## src/rtl/lfo_envelope.sv

```systemverilog
// lfo_envelope: quarter-frame envelope unit with a volume divider, a 4-bit decay
// counter, loop reload and constant-volume override.
module lfo_envelope (
    input  logic       CLK,
    input  logic       RES,
    input  logic       ACLK_EN,
    input  logic       nLFO1,
    input  logic       WR_REG,
    input  logic       WR_RESTART,
    input  logic [7:0] DIN,
    output logic [3:0] ENV_OUT,
    output logic       DECAY_ZERO
);
    logic       loop_r, const_r, start, start_n, q;
    logic [3:0] vol_r, div, decay, div_n, decay_n;
    logic       din_unused;

    assign q          = ACLK_EN & ~nLFO1;
    assign din_unused = ^DIN[7:6];

    // Reloads read the registered vol_r, so a same-cycle WR_REG only affects later reloads.
    always_comb begin
        div_n   = !q ? div : (start || div == 4'd0) ? vol_r : div - 4'd1;
        decay_n = !q ? decay :
                  start ? 4'd15 :
                  div != 4'd0 ? decay :
                  decay != 4'd0 ? decay - 4'd1 :
                  loop_r ? 4'd15 : 4'd0;
        start_n = WR_RESTART | (start & ~q);
    end

    always_ff @(posedge CLK or posedge RES) begin
        if (RES) begin
            loop_r  <= 1'b0;
            const_r <= 1'b0;
            vol_r   <= 4'd0;
            div     <= 4'd0;
            decay   <= 4'd0;
            start   <= 1'b0;
        end else begin
            if (WR_REG) begin
                loop_r  <= DIN[5];
                const_r <= DIN[4];
                vol_r   <= DIN[3:0];
            end
            div   <= div_n;
            decay <= decay_n;
            start <= start_n;
        end
    end

    assign ENV_OUT    = const_r ? vol_r : decay;
    assign DECAY_ZERO = decay == 4'd0;
endmodule

```

## config.mk

```make
export PLATFORM = sky130hd
export DESIGN_NAME = lfo_envelope
export DESIGN_NICKNAME = d
export VERILOG_FILES = /design/src/rtl/lfo_envelope.sv
export SDC_FILE = /design/constraint.sdc
export NUM_CORES = 1
export LEC_CHECK = 0
export CAP_MARGIN = 20
export CORE_UTILIZATION = 48
export CTS_BUF_LIST = sky130_fd_sc_hd__clkbuf_16
export DETAILED_ROUTE_END_ITERATION = 12
export PLACE_DENSITY = 0.79
export SYNTH_ARGS = -nofsm -noshare
export SYNTH_HDL_FRONTEND = slang
export SYNTH_SLANG_ARGS = --single-unit
```

## constraint.sdc

```tcl
create_clock -name CLK -period 1.63 [get_ports CLK]
set_input_delay 0.326 -clock CLK [delete_from_list [all_inputs] [get_ports CLK]]
set_output_delay 0.326 -clock CLK [all_outputs]
set_load 0.01 [all_outputs]
```

# Yosys cells after proc, flatten, opt, wreduce, memory -nomap -nowiden
# Cells that the tools add are included.
# word_totals
rom_bits	0
latch_bits	0
ram_bits	0
n_memories	0
regBits	15
input_bits	14
# op_classes
mul	0
div_mod_pow	0
magnitude_cmp	0
reduce_logical	6
muxes	6
shift	0
n_bitwise	5
add_sub_neg	2
eq_ne	1
# ops
operator	n
4-bit two-way mux	6
4-bit zero test	2
4-bit nonzero test	2
4-bit by 1-bit subtractor with 4-bit output, second input constant	2
1-bit bitwise AND	2
2-bit inequality test, second input constant	1
1-bit NOT	2
2-bit AND reduction	1
1-bit logical OR	1
1-bit OR	1

# Longest topological paths before layout
# depth
word_depth	5
ltp_mapped	7
depth_no_buf	6

# Worst setup path before layout
# OpenSTA, ideal clock, no wires.
# synth_path
path_type	register to register
from	reg decay[0]
to	reg decay[0]
t_required_ns	1.494
slack_ns	0.169
synth_period_minus_slack_ns	1.461
arrival_ns	1.324
stages_incl_launch_ff	7
n_path_buf	0
setup_time_ns	0.136
cell_sequence	dfrtp_1 inv_1 ha_1 nor3b_4 mux2i_1 a211oi_1 a21oi_1
# synth_between
elab_chain_cells	4
word_cells_on_any_way	5
# synth_rtl
item	line_no	rtl
start, declared	15	logic [3:0] vol_r, div, decay, div_n, decay_n;
start signal, assigned	47	decay <= decay_n;
4-bit by 1-bit subtractor with 4-bit output / 4-bit nonzero test (equally long branches)	27	decay != 4'd0 ? decay - 4'd1 :
4-bit two-way mux (*)	27	
4-bit two-way mux (*)	26	div != 4'd0 ? decay :
4-bit two-way mux (*)	25	start ? 4'd15 :
# Every way passes the cells marked *; elsewhere a longest branch is shown, timed or not. The select of a mux whose other input is x is not followed.
# A chain may end at the register's enable or synchronous reset.

# Final worst setup path
# layout_path
from	reg const_r
to	out ENV_OUT[1]
# layout_between
elab_chain_cells	1
# layout_rtl
item	line_no	rtl
start, declared	14	logic loop_r, const_r, start, start_n, q;
start signal, assigned	43	const_r <= DIN[4];
4-bit two-way mux	52	assign ENV_OUT = const_r ? vol_r : decay;
end, declared	11	output logic [3:0] ENV_OUT,
# No other way between the ends.

==> flow_metrics.py <==
metrics = {
    "run_status": {
        "status": "finished, violations left",
        "violations": "DRC",
    },
    "cells_and_area": {
        "final_nets": 130,
        "diodes": 0,
        "final_util": 0.7432,
        "multi_input_area_um2": 400.4,
        "finalNonFillerCells": 129,
        "fill_cells": 109,
        "areaGrowthSynthToFinish_pct": 40.09,
        "drive_gt1_frac": 0.2655,
        "seqCellArea_um2": 376.6,
    },
    "synthesis": {
        "yosys-top-cells-count": "dfrtp_1, inv_1, o21ai_0",
        "synthMuxAreaShare": 0.1180,
        "synthArstFlopShare": 1.000,
        "synth-compound-area-share": 0.1800,
        "synth_top_family_by_area": "compound AO/OA/AOI/OAI gates",
        "netlist_top_cells_area": "dfrtp_1, mux2_2, o21ai_0",
        "synth_fa_ha_area_frac": 0.03026,
        "synth_most_common_cell": "dfrtp_1",
        "yosys.area.top_type": "dfrtp_1",
        "synth_warnings": 0,
        "synth_top_area_share": 0.4539,
        "synth_area_um2": 827.0,
        "synth_edf_count": 0,
        "synthDistinctLibCells": 31,
        "synth_area_per_cell_um2": 9.846,
        "synth_xor_area_frac": 0,
        "syn_inst": 84,
        "yosysSeqAreaShare": 0.4539,
        "ys.flop_type": "dfrtp_1",
        "synthSimpleGateAreaFrac": 0.1483,
        "ys_ff_latch": 15,
        "synth.net_count": 100,
    },
    "sta": {
        "max_slew_margin": 0.7707,
        "clock.fmax_ghz": 0.6254,
        "skew_ps": 1.073,
        "fin_hold_ws_ps": 383.3,
        "final_max_slew_viol_count": 0,
        "fin_crit_sh": 0.9810,
        "rsz0062_at_grt": "false",
        "setup_violations": 0,
        "finalHoldViolations": 0,
        "finalSetupTns_ps": 0,
        "worst_pin_slew_ps": 343.9,
        "period_needed_ps": 1599,
    },
    "pwr": {
        "powerDensity_nw_per_um2": 1163,
        "p_leak_nw": 0.5345,
        "vdd_drop_max_v": 0.0007478,
    },
    "clocking": {
        "root_buffer": "clkbuf_16",
        "numCtsBuffers": 3,
        "tritoncts": "done",
        "htree_levels": 1,
        "clock-sinks": 15,
        "clkTransAtPathRegs_ps": 50,
        "clk_latency_ps": 240,
        "ctsLongestPathBuffers": 2,
        "hold_buffers": 0,
    },
    "critical_path": {
        "cp-start-kind": "flip-flop",
        "critPathCaptureType": "output pin",
        "crit_arrival_ps": 1270,
        "rrSetupSlack_ps": 120,
        "slowest_stage": "dfrtp_2",
        "worstPathCellList": "buf_4 -> nand2_1 -> o21ai_0 -> dlygate4sd2_1",
        "cp_slowest_stage_delay_ps": 450,
        "worst-endpoint-required_ps": 1300,
        "critPathMaxFanout": 6,
        "crit_type": "reg -> out",
    },
    "route": {
        "ant_nets": 0,
        "first_iter_violations": 14,
        "viasPerCell": 5.829,
        "drc_errors": 2,
        "drt-total-wl_um": 1920,
        "vias": 752,
        "wl_per_cell_um": 14.88,
        "drtPass1Iterations": 8,
    },
    "grt": {
        "grt_start_max_net_pins": 16,
        "first_global_vias": 741,
        "antenna_found_initial": 0,
        "grt_usage": 0.2324,
        "overflow": 0,
        "grt_pass1_wl_um": 3167,
    },
    "floorplan": {
        "io-pin-count": 19,
        "die_h_um": 43.51,
        "die_x_um": 43.51,
        "rows": 14,
        "start_util": 0.5305,
        "dieArea_um2": 1893,
        "coreArea_um2": 1559,
    },
    "place": {
        "place_hpwl_um": 1355,
        "dp.cells": 122,
        "gp_congestion": 0.8035,
        "portBuffers": 16,
    },
    "min_path": {
        "min_path_type": "in -> async",
    },
    "job": {
        "cap_violations": 0,
    },
}
layer usage:
metal | vias up | global-route usage | part of all wire | wire length [um]
li1 | 359 | - | - | -
met1 | 365 | 0.2911 | 0.45 | 862
met2 | 20 | 0.3818 | 0.50 | 961
met3 | 8 | 0.05417 | 0.028 | 54
met4 | 0 | 0.1063 | 0.021 | 41
met5 | - | 0 | 0 | 0
report_power, final:
| group | switching [mW] | internal [mW] | total (mW) |
|---|---|---|---|
| registers | 0.0744 | 0.438 | 0.513 |
| logic | 0.169 | 0.195 | 0.364 |
| clock network | 0.146 | 0.325 | 0.471 |
critical path, delay by kind of cell, from the launching register on:
kind                   cells  cell delay, ps
AO/OA/AOI/OAI              1              90
flip-flops                 1             450
AND/OR/NAND/NOR            1              60
buffers and inverters      2             440
logic make-up after synthesis:
family,Yosys count
mux,9
simple gates,21
flops,15
compound gates,23
buf+inv,14
fa+ha+maj,2
state kept, by name (all words and copies together), names as in the netlist:
register,count
decay,4
div,4
vol_r,4
const_r,1
loop_r,1
start,1
layout make-up:
type | count | area share
well taps | 16 | 0.01728
repair buffers | 29 | 0.2117
inverters | 10 | 0.03240
clock inverters | 1 | 0.003240
flip-flops and latches | 15 | 0.3251
clock buffers | 3 | 0.06479
multi-input cells | 55 | 0.3456
cells in the final DEF (no fill, tap or decap), drive strengths merged, types with 4 or more instances in the layout:
master | netlist | routed
dfrtp | 15 | 15
buf | 1 | 14
a21oi | 4 | 4
clkbuf | 3 | 4
mux2 | 6 | 6
o21ai | 10 | 10
clkdlybuf4s50 | 0 | 11
inv | 10 | 11
nand2 | 7 | 7
path summary, 6_finish.rpt:
kind,startpoint,to,cells after the start
worst max register to register,div[1],decay[0],6
min in group CLK,vol_r[1],vol_r[1],1
worst max-delay path,const_r,ENV_OUT[1],4
worst min register to register,vol_r[1],vol_r[1],1
worst min-delay path,RES,decay[0],3
max in group asynchronous,RES,const_r,3
what timing repair did:
item	CTS	global route
setup buffers	2	1
resized for setup	11	5
cloned	0	0
endpoints found under the hold margin	0	0
endpoints found under the setup margin	7	4
stage by stage:
step | worst slack, ps | instance area, um2 | power (mW)
4_1_cts | -6.826 | 1159 | 1.339
2_1_floorplan | 169.4 | 827.0 | 0.6995
3_5_place_dp | -115.0 | 1062 | 0.8721
5_1_grt | 10.58 | 1159 | 1.412
3_3_place_gp | -43.41 | 1062 | 0.8487
6_report | 30.96 | 1159 | 1.348
No activity file was read; power rests on OpenSTA's default activity.
